--- src/rtl/down_counter_pkg.sv ---
// Shared definitions for the loadable down-counter/timer and its up-counter sibling.
package down_counter_pkg;

    localparam int COUNTER_WIDTH = 16;

    typedef enum logic [1:0] {
        IDLE = 2'd0,
        RUN  = 2'd1,
        DONE = 2'd2
    } state_t;

endpackage

--- src/rtl/down_counter_16.sv ---
// Loadable down-counter/timer with valid/ready load and one-cycle terminal-count pulse.
// Define DOWN_COUNTER_RELOAD_EN to add the auto_reload port and periodic mode.
module down_counter_16
    import down_counter_pkg::*;
#(
    parameter int WIDTH = COUNTER_WIDTH
) (
    input  logic             clk,
    input  logic             reset_n,
    input  logic             enable,
    input  logic             abort,
    input  logic             load_valid,
    input  logic [WIDTH-1:0] load_value,
    output logic             load_ready,
`ifdef DOWN_COUNTER_RELOAD_EN
    input  logic             auto_reload,
`endif
    output logic [WIDTH-1:0] counter,
    output logic             busy,
    output logic             done
);

    localparam logic [WIDTH-1:0] ZERO = '0;
    localparam logic [WIDTH-1:0] ONE  = {{(WIDTH-1){1'b0}}, 1'b1};

    state_t           state, state_nxt;
    logic [WIDTH-1:0] counter_nxt;
`ifdef DOWN_COUNTER_RELOAD_EN
    logic [WIDTH-1:0] reload_reg, reload_nxt;
`endif

    always_ff @(posedge clk or negedge reset_n) begin
        if (!reset_n) begin
            state   <= IDLE;
            counter <= ZERO;
`ifdef DOWN_COUNTER_RELOAD_EN
            reload_reg <= ZERO;
`endif
        end else begin
            state   <= state_nxt;
            counter <= counter_nxt;
`ifdef DOWN_COUNTER_RELOAD_EN
            reload_reg <= reload_nxt;
`endif
        end
    end

    always_comb begin
        state_nxt   = state;
        counter_nxt = counter;
`ifdef DOWN_COUNTER_RELOAD_EN
        reload_nxt  = reload_reg;
`endif
        // abort wins over load, tick and expiry in the same cycle
        if (abort) begin
            state_nxt   = IDLE;
            counter_nxt = ZERO;
        end else begin
            case (state)
                IDLE: begin
                    if (load_valid) begin
                        counter_nxt = load_value;
`ifdef DOWN_COUNTER_RELOAD_EN
                        reload_nxt  = load_value;
`endif
                        state_nxt   = (load_value == ZERO) ? DONE : RUN;
                    end
                end
                RUN: begin
                    if (enable) begin
                        if (counter == ONE) begin
                            counter_nxt = ZERO;
                            state_nxt   = DONE;
                        end else begin
                            counter_nxt = counter - ONE;
                        end
                    end
                end
                DONE: begin
`ifdef DOWN_COUNTER_RELOAD_EN
                    // a zero budget in periodic mode keeps pulsing done every cycle
                    if (auto_reload) begin
                        if (reload_reg != ZERO) begin
                            counter_nxt = reload_reg;
                            state_nxt   = RUN;
                        end
                    end else begin
                        state_nxt = IDLE;
                    end
`else
                    state_nxt = IDLE;
`endif
                end
                default: begin
                    state_nxt   = IDLE;
                    counter_nxt = ZERO;
                end
            endcase
        end
    end

    assign load_ready = (state == IDLE) && !abort;
    assign busy       = (state == RUN);
    assign done       = (state == DONE);

endmodule

--- config.mk ---
export PLATFORM = sky130hd
export DESIGN_NAME = down_counter_16
export DESIGN_NICKNAME = d
export VERILOG_FILES = /design/src/rtl/down_counter_pkg.sv /design/src/rtl/down_counter_16.sv
export SDC_FILE = /design/constraint.sdc
export NUM_CORES = 1
export LEC_CHECK = 0
export CAP_MARGIN = 15
export CORE_UTILIZATION = 30
export CTS_CLUSTER_SIZE = 40
export DETAILED_ROUTE_END_ITERATION = 6
export HOLD_SLACK_MARGIN = 0.05
export PLACE_DENSITY = 0.67
export SYNTH_ARGS = -nofsm -noshare
export SYNTH_HDL_FRONTEND = slang
export SYNTH_SLANG_ARGS = --single-unit
--- constraint.sdc ---
create_clock -name clk -period 6.65 [get_ports clk]
set_input_delay 0.9975 -clock clk [delete_from_list [all_inputs] [get_ports clk]]
set_output_delay 0.9975 -clock clk [all_outputs]
set_load 0.02 [all_outputs]
==> metrics <==
Cells after Synth=124; leak pwr=0.6372 nW; number of cells in the finished layout apart from fillers=209; end of the worst register-to-register path=counter[14]; H-Tree Depth=1; largest net degree at the start of global routing=19; total die area=4153 um2; share of final-layout standard cells stronger than drive strength 1=9.317%; initial antenna violation count=0; Avg Vias per Cell=5.584; Achievable Freq=301.0 MHz; clock skew after layout=0.0004379 ns; final critical-path share of the clock period=49.95%; setup fix buffers added after clock tree synthesis=0; routed via count=1167; WHS=0.5580 ns; startpoint kind of the worst setup timing path=input pin; Synth cell types=39; Sink Count=18; cell type with the largest total area after synthesis=dfrtp_1; highest metal layer used by the detailed router=met4; global-route wire length before repair=5.409 mm; most repeated cell in the gate-level netlist after synthesis=dfrtp_1; maximum fanout along the worst path=6; number of buffers created by CTS=3; Routed met3 length=187 um; synthesis-stage register bit count=18; max_slew headroom=44.70%; number of placement rows=22; endpoint required time on the critical path=5.65 ns; share of the synthesized area in the top cell type=38.50%; root buffer selected by CTS=clkbuf_8; Total Routed Length=3.312 mm; max incr delay on CP=0.65 ns; number of buffer cells added on primary ports=39; Syn Std Cell Area=1170 um2; shortest clock period the worst path allows after layout=3.322 ns; die extent in x=64.45 um; fill cell instance count of the final layout=383; Least-Margin Pin Slew=0.8268 ns; worst min-delay path endpoint=state[1]; Final Util=44.50%; aggregate global routing overflow=0; clock tree from TritonCTS=done; WHS Path Cells=1; number of enable flip-flop cells after synthesis=0; placed instance area=1579 um2; net count of the mapped netlist=147; outcome=finished, final reports clean; max capacitance violation total=0; post-DR wirelength/cell=15.85 um; cells along the critical path=clkdlybuf4s50_1 > nor3_1 > clkdlybuf4s50_1; Post-layout nets=185; class of the most critical setup path=in2out; core area=3689 um2; CP max-delay cell=clkdlybuf4s50_1; most used flip-flop cell after synthesis=dfrtp_1; largest voltage drop on the vdd net=0.1168 mV; post-CTS sizing=0; Initial DRT Pass Iterations=4; total setup violations reported at the end of the flow=0; met2 WL post-DR=1.537 mm; iteration-0 DRC count of the detailed router=42; Post-Route M1 WL=1.580 mm; placed insts=204; area added between synthesis and finish=40.32%; most numerous cell types in the synthesized netlist=dfrtp_1, a22oi_1, nor3_1; slack of the worst reg-to-reg path=4.28 ns; Remaining DRCs=0; hold buffer count at cts=0; clock latency of the later-clocked register in the worst-skew pair=0.25 ns; die height=64.45 um; data arrival time of the critical path=2.32 ns; via count of the first global-routing pass=1171; Final Total Pwr=0.3470 mW; global routing usage summed across all routing layers=16.71%; antenna diode count=0; buffers from clock root to sink, at most=2; number of failing hold endpoints at the final stage=0; HPWL after detailed placement=2.456 mm; crit path setup slack, layout=3.328 ns; antenna-violating nets left=0; post-synthesis sequential area ratio=38.50%; Synth Warn #=0; clock-pin slew on the worst setup and hold paths=0.07 ns; power density normalized to cell area=211.4 nW/um2; top cells by area in the synthesized netlist=dfrtp_1, a22oi_1, a221o_1, or3_1, nor3_1; Final TNS setup=0 ns; IO Pins=40; fraction of synthesis flops using an asynchronous set or reset pin=100.0%; launch instance of the worst min-delay path=state[1]; unrepaired setup endpoints after global routing=no; Non-Filler Cell Area, Final=1642 um2; Initial Utilization=31.72%; R2R depth=7; path class of the lowest-slack min-delay path=reg2reg; reg-to-reg startpoint=counter[1]; Max Transition Viols Final=0; most used cell along the critical path=clkdlybuf4s50_1; dpl ws=3.322 ns; Critical Path Sink Type=output port; final weighted congestion of routability-driven global placement=0.7775; average cell area after synthesis=9.434 um2
## per-layer routing
layer	track usage [%]	up-vias
met4	1.667	0
met5	0	-
met1	21.75	572
met2	28.16	37
met3	4.930	2
li1	-	556
## cell families after synthesis
kind of cell	count (synthesis)	synth area share, %
muxes	1	0.9625
adders and majority gates	2	2.139
and+or+nand+nor	45	26.10
AOI/OAI and AO/OA	41	23.42
xor gates and xnor gates	5	3.744
DFF	18	38.50
buffers and inverters	12	5.134
## critical path: cells and delay by family
family	cells	cell delay (ns)
buf+inv	2	1.13
simple gates	1	0.20
## worst max-delay path by stage
stage | start | endpoint | slack, ns | depth (start not counted)
finish | abort | load_ready | 3.33 | 3
detailed placement | abort | load_ready | 3.32 | 3
CTS | abort | load_ready | 3.31 | 3
floorplan | abort | load_ready | 4.17 | 1
global route | abort | load_ready | 3.21 | 3
global placement | abort | load_ready | 3.36 | 3
## final cells by class
| type | instances | area (um2) | area share [%] |
|---|---|---|---|
| timing repair buffer | 40 | 397.9 | 24.24 |
| sequential | 18 | 450.4 | 27.44 |
| tap | 48 | 60.06 | 3.659 |
| inverter | 5 | 18.77 | 1.143 |
| clock buffer | 4 | 55.05 | 3.354 |
| multi-input combinational | 94 | 659.4 | 40.17 |
## cell usage in the layout (no fill, tap or decap), types with 5 or more instances in the layout
cell,netlist,final
a22oi_1,11,11
clkdlybuf4s50_1,0,39
nor3_1,7,7
a21oi_1,6,6
o21ai_0,5,5
or3_1,6,6
nor4_1,5,5
inv_1,5,5
dfrtp_1,18,18
o21ai_1,6,6
## report_power, final
part           internal (mW)  total (mW)  leakage, nW  switching [mW]
registers              0.119       0.134        0.241          0.0151
clock network         0.0526      0.0896       0.0288          0.0370
logic                 0.0601       0.123        0.368          0.0632
## flip-flops by register name (all words and copies together) (netlist names)
signal and flops:
counter 16, state 2
(Power assumes the default switching activity.)
